## src/rtl/shift_register_ctl_if.sv

```systemverilog
// Bundle of controller-side strobes and shifter status for the I2C serial shifter.
// The controller FSM drives through master; the shifter implements slave.
interface shift_register_ctl_if #(
  parameter int WIDTH = 8,
  parameter int CNT_W = $clog2(WIDTH + 1)
);
  logic             load;
  logic [WIDTH-1:0] ins;
  logic             shift;
  logic             sdi;
  logic             abort;
  logic             sdo;
  logic [WIDTH-1:0] out;
  logic             busy;
  logic             done;
  logic [CNT_W-1:0] bit_cnt;

  modport master (
    output load, ins, shift, sdi, abort,
    input  sdo, out, busy, done, bit_cnt
  );

  modport slave (
    input  load, ins, shift, sdi, abort,
    output sdo, out, busy, done, bit_cnt
  );
endinterface

```

## src/rtl/shift_register_ctl.sv

```systemverilog
// Self-sequencing serial shifter: loads a word, shifts it out on sdo while capturing
// sdi, counts bits internally and pulses done after the last bit.
module shift_register_ctl #(
  parameter int WIDTH     = 8,
  parameter int MSB_FIRST = 1
) (
  input logic                 clock,
  input logic                 reset_n,
  shift_register_ctl_if.slave bus
);
  localparam int CNT_W = $clog2(WIDTH + 1);

  typedef enum logic {
    IDLE  = 1'b0,
    SHIFT = 1'b1
  } state_t;

  state_t           state_reg, state_next;
  logic [WIDTH-1:0] out_reg, out_next;
  logic             sdo_reg, sdo_next;
  logic             done_reg, done_next;
  logic [CNT_W-1:0] cnt_reg, cnt_next;

  logic [WIDTH-1:0] shifted;
  logic             next_bit;
  logic             first_bit;

  // Bit order only changes which end is shifted out and which end sdi enters.
  generate
    if (MSB_FIRST != 0) begin : g_msb
      assign shifted   = {out_reg[WIDTH-2:0], bus.sdi};
      assign next_bit  = out_reg[WIDTH-2];
      assign first_bit = bus.ins[WIDTH-1];
    end else begin : g_lsb
      assign shifted   = {bus.sdi, out_reg[WIDTH-1:1]};
      assign next_bit  = out_reg[1];
      assign first_bit = bus.ins[0];
    end
  endgenerate

  always_ff @(posedge clock) begin
    if (!reset_n) begin
      state_reg <= IDLE;
      out_reg   <= '0;
      sdo_reg   <= 1'b1;
      done_reg  <= 1'b0;
      cnt_reg   <= '0;
    end else begin
      state_reg <= state_next;
      out_reg   <= out_next;
      sdo_reg   <= sdo_next;
      done_reg  <= done_next;
      cnt_reg   <= cnt_next;
    end
  end

  always_comb begin
    state_next = state_reg;
    out_next   = out_reg;
    sdo_next   = sdo_reg;
    cnt_next   = cnt_reg;
    done_next  = 1'b0;
    case (state_reg)
      IDLE: begin
        if (bus.load) begin
          out_next   = bus.ins;
          cnt_next   = '0;
          sdo_next   = first_bit;
          state_next = SHIFT;
        end
      end
      SHIFT: begin
        // abort beats a coincident shift so a lost arbitration never consumes a bit
        if (bus.abort) begin
          sdo_next   = 1'b1;
          state_next = IDLE;
        end else if (bus.shift) begin
          out_next = shifted;
          sdo_next = next_bit;
          cnt_next = cnt_reg + CNT_W'(1);
          if (cnt_reg == CNT_W'(WIDTH - 1)) begin
            sdo_next   = 1'b1;
            state_next = IDLE;
            done_next  = 1'b1;
          end
        end
      end
      default: state_next = IDLE;
    endcase
  end

  assign bus.sdo     = sdo_reg;
  assign bus.out     = out_reg;
  assign bus.busy    = (state_reg == SHIFT);
  assign bus.done    = done_reg;
  assign bus.bit_cnt = cnt_reg;
endmodule

```

## src/flat_wrapper.sv

```systemverilog
// flat-port wrapper written by rule: the top's interface ports become plain ports
module shift_register_ctl_flat 
#(
  parameter int WIDTH     = 8,
  parameter int MSB_FIRST = 1
)
  (clock, reset_n, bus_load, bus_ins, bus_shift, bus_sdi, bus_abort, bus_sdo, bus_out, bus_busy, bus_done, bus_bit_cnt);
  shift_register_ctl_if #(.WIDTH(WIDTH)) bus_i ();
  input logic clock;
  input logic reset_n;
  input wire logic [$bits(bus_i.load)-1:0] bus_load;
  input wire logic [$bits(bus_i.ins)-1:0] bus_ins;
  input wire logic [$bits(bus_i.shift)-1:0] bus_shift;
  input wire logic [$bits(bus_i.sdi)-1:0] bus_sdi;
  input wire logic [$bits(bus_i.abort)-1:0] bus_abort;
  output wire logic [$bits(bus_i.sdo)-1:0] bus_sdo;
  output wire logic [$bits(bus_i.out)-1:0] bus_out;
  output wire logic [$bits(bus_i.busy)-1:0] bus_busy;
  output wire logic [$bits(bus_i.done)-1:0] bus_done;
  output wire logic [$bits(bus_i.bit_cnt)-1:0] bus_bit_cnt;
  assign bus_i.load = bus_load;
  assign bus_i.ins = bus_ins;
  assign bus_i.shift = bus_shift;
  assign bus_i.sdi = bus_sdi;
  assign bus_i.abort = bus_abort;
  assign bus_sdo = bus_i.sdo;
  assign bus_out = bus_i.out;
  assign bus_busy = bus_i.busy;
  assign bus_done = bus_i.done;
  assign bus_bit_cnt = bus_i.bit_cnt;
  shift_register_ctl #(.WIDTH(WIDTH), .MSB_FIRST(MSB_FIRST)) u_core (.clock(clock), .reset_n(reset_n), .bus(bus_i));
endmodule
```

## config.mk

```make
export PLATFORM = sky130hd
export DESIGN_NAME = shift_register_ctl_flat
export DESIGN_NICKNAME = d
export VERILOG_FILES = /design/src/rtl/shift_register_ctl_if.sv /design/src/rtl/shift_register_ctl.sv /design/src/flat_wrapper.sv
export SDC_FILE = /design/constraint.sdc
export NUM_CORES = 1
export LEC_CHECK = 0
export ABC_CLOCK_PERIOD_IN_PS = 2400
export BUFFER_PORTS_ARGS = -buffer_cell sky130_fd_sc_hd__clkbuf_2
export CORE_MARGIN = 4
export CORE_UTILIZATION = 50
export DETAILED_ROUTE_END_ITERATION = 16
export GPL_ROUTABILITY_DRIVEN = 1
export GPL_TIMING_DRIVEN = 0
export PLACE_DENSITY = 0.81
export SETUP_SLACK_MARGIN = 0.05
export SYNTH_ARGS = -nofsm -noshare
export SYNTH_HDL_FRONTEND = slang
export SYNTH_SLANG_ARGS = --single-unit
```

## constraint.sdc

```tcl
create_clock -name clock -period 2.4 [get_ports clock]
set_input_delay 0.36 -clock clock [delete_from_list [all_inputs] [get_ports clock]]
set_output_delay 0.36 -clock clock [all_outputs]
set_load 0.005 [all_outputs]
```

Word-level counts from Yosys, hierarchy flattened

Index checks and enable logic that the tools add are counted.

Register bits: 15
Logic and storage cells: 36

Bitwise logic cells: 3
Equality and inequality tests: 5
Reduce and logical (&&, ||, !) cells: 3
Multiplexer cells: 19
Add/subtract/negate cells: 1

Operator list:

| kind                                                 | number |
|---|---|
| two-way mux 8 bit                                    | 3 |
| case mux 8 bit (2 select lines)                      | 1 |
| two-way mux 4 bit                                    | 3 |
| two-way mux 1 bit                                    | 9 |
| case mux 4 bit (2 select lines)                      | 1 |
| != test 2 bit (second input constant)                | 3 |
| adder 4 x 1 -> 4 bit (second input constant)         | 1 |
| equality test 4 x 3 -> 1 bit (second input constant) | 1 |
| case mux 1 bit (2 select lines)                      | 2 |
| OR reduction 4 bit                                   | 1 |
| != test 3 bit (second input constant)                | 1 |
| inverter 1 bit                                       | 3 |
| AND reduction 3 bit                                  | 1 |
| AND reduction 2 bit                                  | 1 |

Depth between registers and ports, before layout

Depth in word-level cells: 5
Depth in mapped cells: 4

Worst setup path before layout

Ideal clock, no wire load.

Path kind: register to register
Start point: register u_core.state_reg (netlist: u_core.bus.busy)
End point: register u_core.out_reg[0] (netlist: u_core.bus.out[0])
Path buffers: 1
Setup time: 0.116 ns
Slack: 1.275 ns
Cell stages (with the launch flop): 5
Data required time: 2.284 ns
Data arrival time: 1.009 ns
Cell sequence: dfxtp_1 -> nand2b_1 -> nand2b_4 -> buf_6 -> o211a_1

Word-level cells in the longest chain between the ends: 3

Ends and longest elaborated chain:

| element                       | RTL line                 | text |
|---|---|---|
| start: declaration            | shift_register_ctl.sv:18 | `state_t state_reg, state_next;` |
| start signal: assignment      | shift_register_ctl.sv:49 | `state_reg <= state_next;` |
| inverter 1 bit (no line)      | --                       |  |
| != test 2 bit (no line)       | --                       |  |
| AND reduction 3 bit (no line) | --                       |  |
| end signal: assignment        | shift_register_ctl.sv:50 | `out_reg <= out_next;` |
| end: declaration              | shift_register_ctl.sv:19 | `logic [WIDTH-1:0] out_reg, out_next;` |

Parallel ways exist; a longest one is shown, timed or not.
A chain may end at the register's enable or synchronous reset.

Worst setup path in the final report

Start point: register u_core.state_reg (netlist: u_core.bus.busy)
End point: register u_core.out_reg[2] (netlist: u_core.bus.out[2])

The elaborated chain is that of the path after synthesis.

==> impl_metrics.tcl <==
set metrics [dict create \
    outcome "completed" \
    required_ns 2.59 \
    layout_worst_path_cycle_share_pct 52.41 \
    p_per_area_nw_per_um2 548.0 \
    met2_length_um 724 \
    synth.most_common_cell "dfxtp_1" \
    max_cap_violations 0 \
    root_buffer "clkbuf_4" \
    drtIter0Drc 15 \
    worst_skew_pair.late_latency_ns 0.29 \
    die_width_um 47.45 \
    ir_worst_vdd_uv 318.7 \
    portBuffers 27 \
    gp_congestion 0.7967 \
    critPathKind "register to register" \
    synth.top_cells.by_count "dfxtp_1, o21ai_0, mux2i_1" \
    core_um2 1383 \
    nets 122 \
    worstHoldStart "bus_shift" \
    syn_nets 90 \
    final.setup.tns_ns 0 \
    io_pins 29 \
    antenna_found_initial 0 \
    antenna_cells 0 \
    numClockSinks 15 \
    rows 13 \
    htreeDepth 1 \
    cts_resized 0 \
    dpl.hpwl_mm 1.231 \
    drive_above_1_share_pct 37.74 \
    start_util_pct 56.29 \
    synth_edf_count 0 \
    ant_nets 0 \
    holdPathEnd "u_core.bus.busy" \
    worstPathMaxFanout 10 \
    cp_cell_sequence "nand2b_1 -> nand2b_4 -> buf_6 -> o211a_1" \
    syn_area_per_cell_um2 10.38 \
    hold_path_class "input port to register" \
    cts_buffer_depth 2 \
    reg2reg_to "u_core.bus.out[2]" \
    drt-total-wl_mm 1.631 \
    worst_setup_path_start_kind "register" \
    drc 0 \
    rrSetupSlack_ns 1.14 \
    synth_cell_types 28 \
    synth-async-reset-ratio_pct 0 \
    cpMaxStageDelayCell "dfxtp_1" \
    worst_path_dominant_cell_family "flip-flops" \
    fin_skew_ns 0.01247 \
    p_leak_nw 0.5081 \
    min_path_cells 2 \
    setup_viol 0 \
    r2r-start "u_core.bus.busy" \
    cts_tree "done" \
    ys.flop_type "dfxtp_1" \
    postCtsHoldBufs 0 \
    routed-via-count 698 \
    hold_viol_final 0 \
    grt_first_pass_wirelength_mm 2.525 \
    routed.top_layer "met4" \
    ff2ff_path_depth 4 \
    wl_per_cell_um 13.48 \
    cts_made_buffers 3 \
    netlist_instances 75 \
    slew_violations 0 \
    max_freq_mhz 795.0 \
    crit_path_end_kind "register" \
    seq_area_frac_synth_pct 38.59 \
    tightest_slew_ns 0.2587 \
    m1WireLength_um 758 \
    clkTransAtPathRegs_ns 0.10 \
    grt.overflow.total 0 \
    grt_max_degree 11 \
    synth_top_cell_area_share_pct 38.59 \
    place_area_um2 932.1 \
    synthesis.area_um2 778.2 \
    dieHeight_um 47.45 \
    rsz0062_at_grt "false" \
    synth_area_leader_cell "dfxtp_1" \
    period_minus_slack_ns 1.258 \
    dr.pass1.iters 4 \
    ys_seq_elements 15 \
    die_area_um2 2252 \
    ys_warn_count 0 \
    finalInstanceArea_um2 959.7 \
    crit_buf_inv 1 \
    arrival_ns 1.45 \
    vias_per_cell 5.769 \
    grt_usage_pct 15.46 \
    area_growth_pct 23.31 \
    largest_register_ffs 8 \
    post_cts.repair.setup_buffers 0 \
    grt_pass1_vias 604 \
    maxSlewHeadroom_pct 82.76 \
    met3_length_um 127 \
    critical_path.max_stage_delay_ns 0.45 \
    ys_top_cells_by_area "dfxtp_1, mux2i_1, o211a_1" \
]
## cell usage in the layout, fill, tap and decap left out, types with 2 or more instances in the layout
master	count
and3_1	2
buf_4	2
o211a_1	8
dfxtp_1	15
clkbuf_2	27
clkbuf_4	3
nand3b_1	2
nand2_1	2
mux2i_1	9
clkbuf_8	2
o21ai_1	2
nor3b_1	2
nand3_1	2
buf_6	2
o21ai_0	10
## worst reg2reg max path, stage by stage, from the launching register on
cell and delay, ns:
dfxtp_1 0.45, nand2b_1 0.29, nand2b_4 0.07, buf_6 0.14, o211a_1 0.21
## kinds of logic after synthesis
kind of cell / count (synthesis) / share of synthesized area (%)
buffers and inverters: 6 / 8.360
xor gates and xnor gates: 1 / 1.126
adders and majority gates: 1 / 1.607
muxes: 9 / 11.58
and+or+nand+nor: 19 / 17.36
AOI/OAI and AO/OA: 24 / 21.38
DFF: 15 / 38.59
## routing by layer
metal  vias to the layer above  track usage (%)
li1                        342                -
met1                       319            22.32
met2                        31            21.93
met3                         6            3.383
met4                         0            6.630
met5                         -                0
## final cells by class
class / instances / area [um2]
sequential: 15 / 300.3
fill: 122 / 422.9
clock buffer: 3 / 22.52
buffer: 6 / 65.06
tap: 15 / 18.77
clock inverter: 1 / 5.005
multi-input combinational: 54 / 412.9
timing repair buffer: 27 / 135.1
## worst max-delay path by stage
stage               startpoint                 to  depth (start not counted)
3_3_place_gp         bus_abort  u_core.bus.out[4]                          5
4_1_cts        u_core.bus.busy  u_core.bus.out[2]                          4
2_1_floorplan  u_core.bus.busy  u_core.bus.out[0]                          4
6_report       u_core.bus.busy  u_core.bus.out[2]                          4
3_5_place_dp         bus_abort  u_core.bus.out[2]                          5
5_1_grt        u_core.bus.busy  u_core.bus.out[0]                          4
## power by group
group / switching, W / internal [W]
Sequential: 0.0000134 / 0.000265
Clock: 0.0000828 / 0.0000619
Combinational: 0.0000458 / 0.0000566
Total: 0.000142 / 0.000384
## metrics by stage
stage                     hold WS (ns)  total power, W  util [%]  worst slack, ns  cells
after global placement          0.4738       0.0003851     67.42            1.118    117
after CTS                       0.3141       0.0005293     69.41            1.114    121
final                           0.3176       0.0005259     69.41            1.142    121
after floorplan                 0.4602       0.0003478         -            1.275     75
after global routing            0.3277       0.0005526     69.41            1.074    121
after detailed placement        0.4810       0.0003881     67.42            1.089    117
No activity file was read; power rests on OpenSTA's default activity.
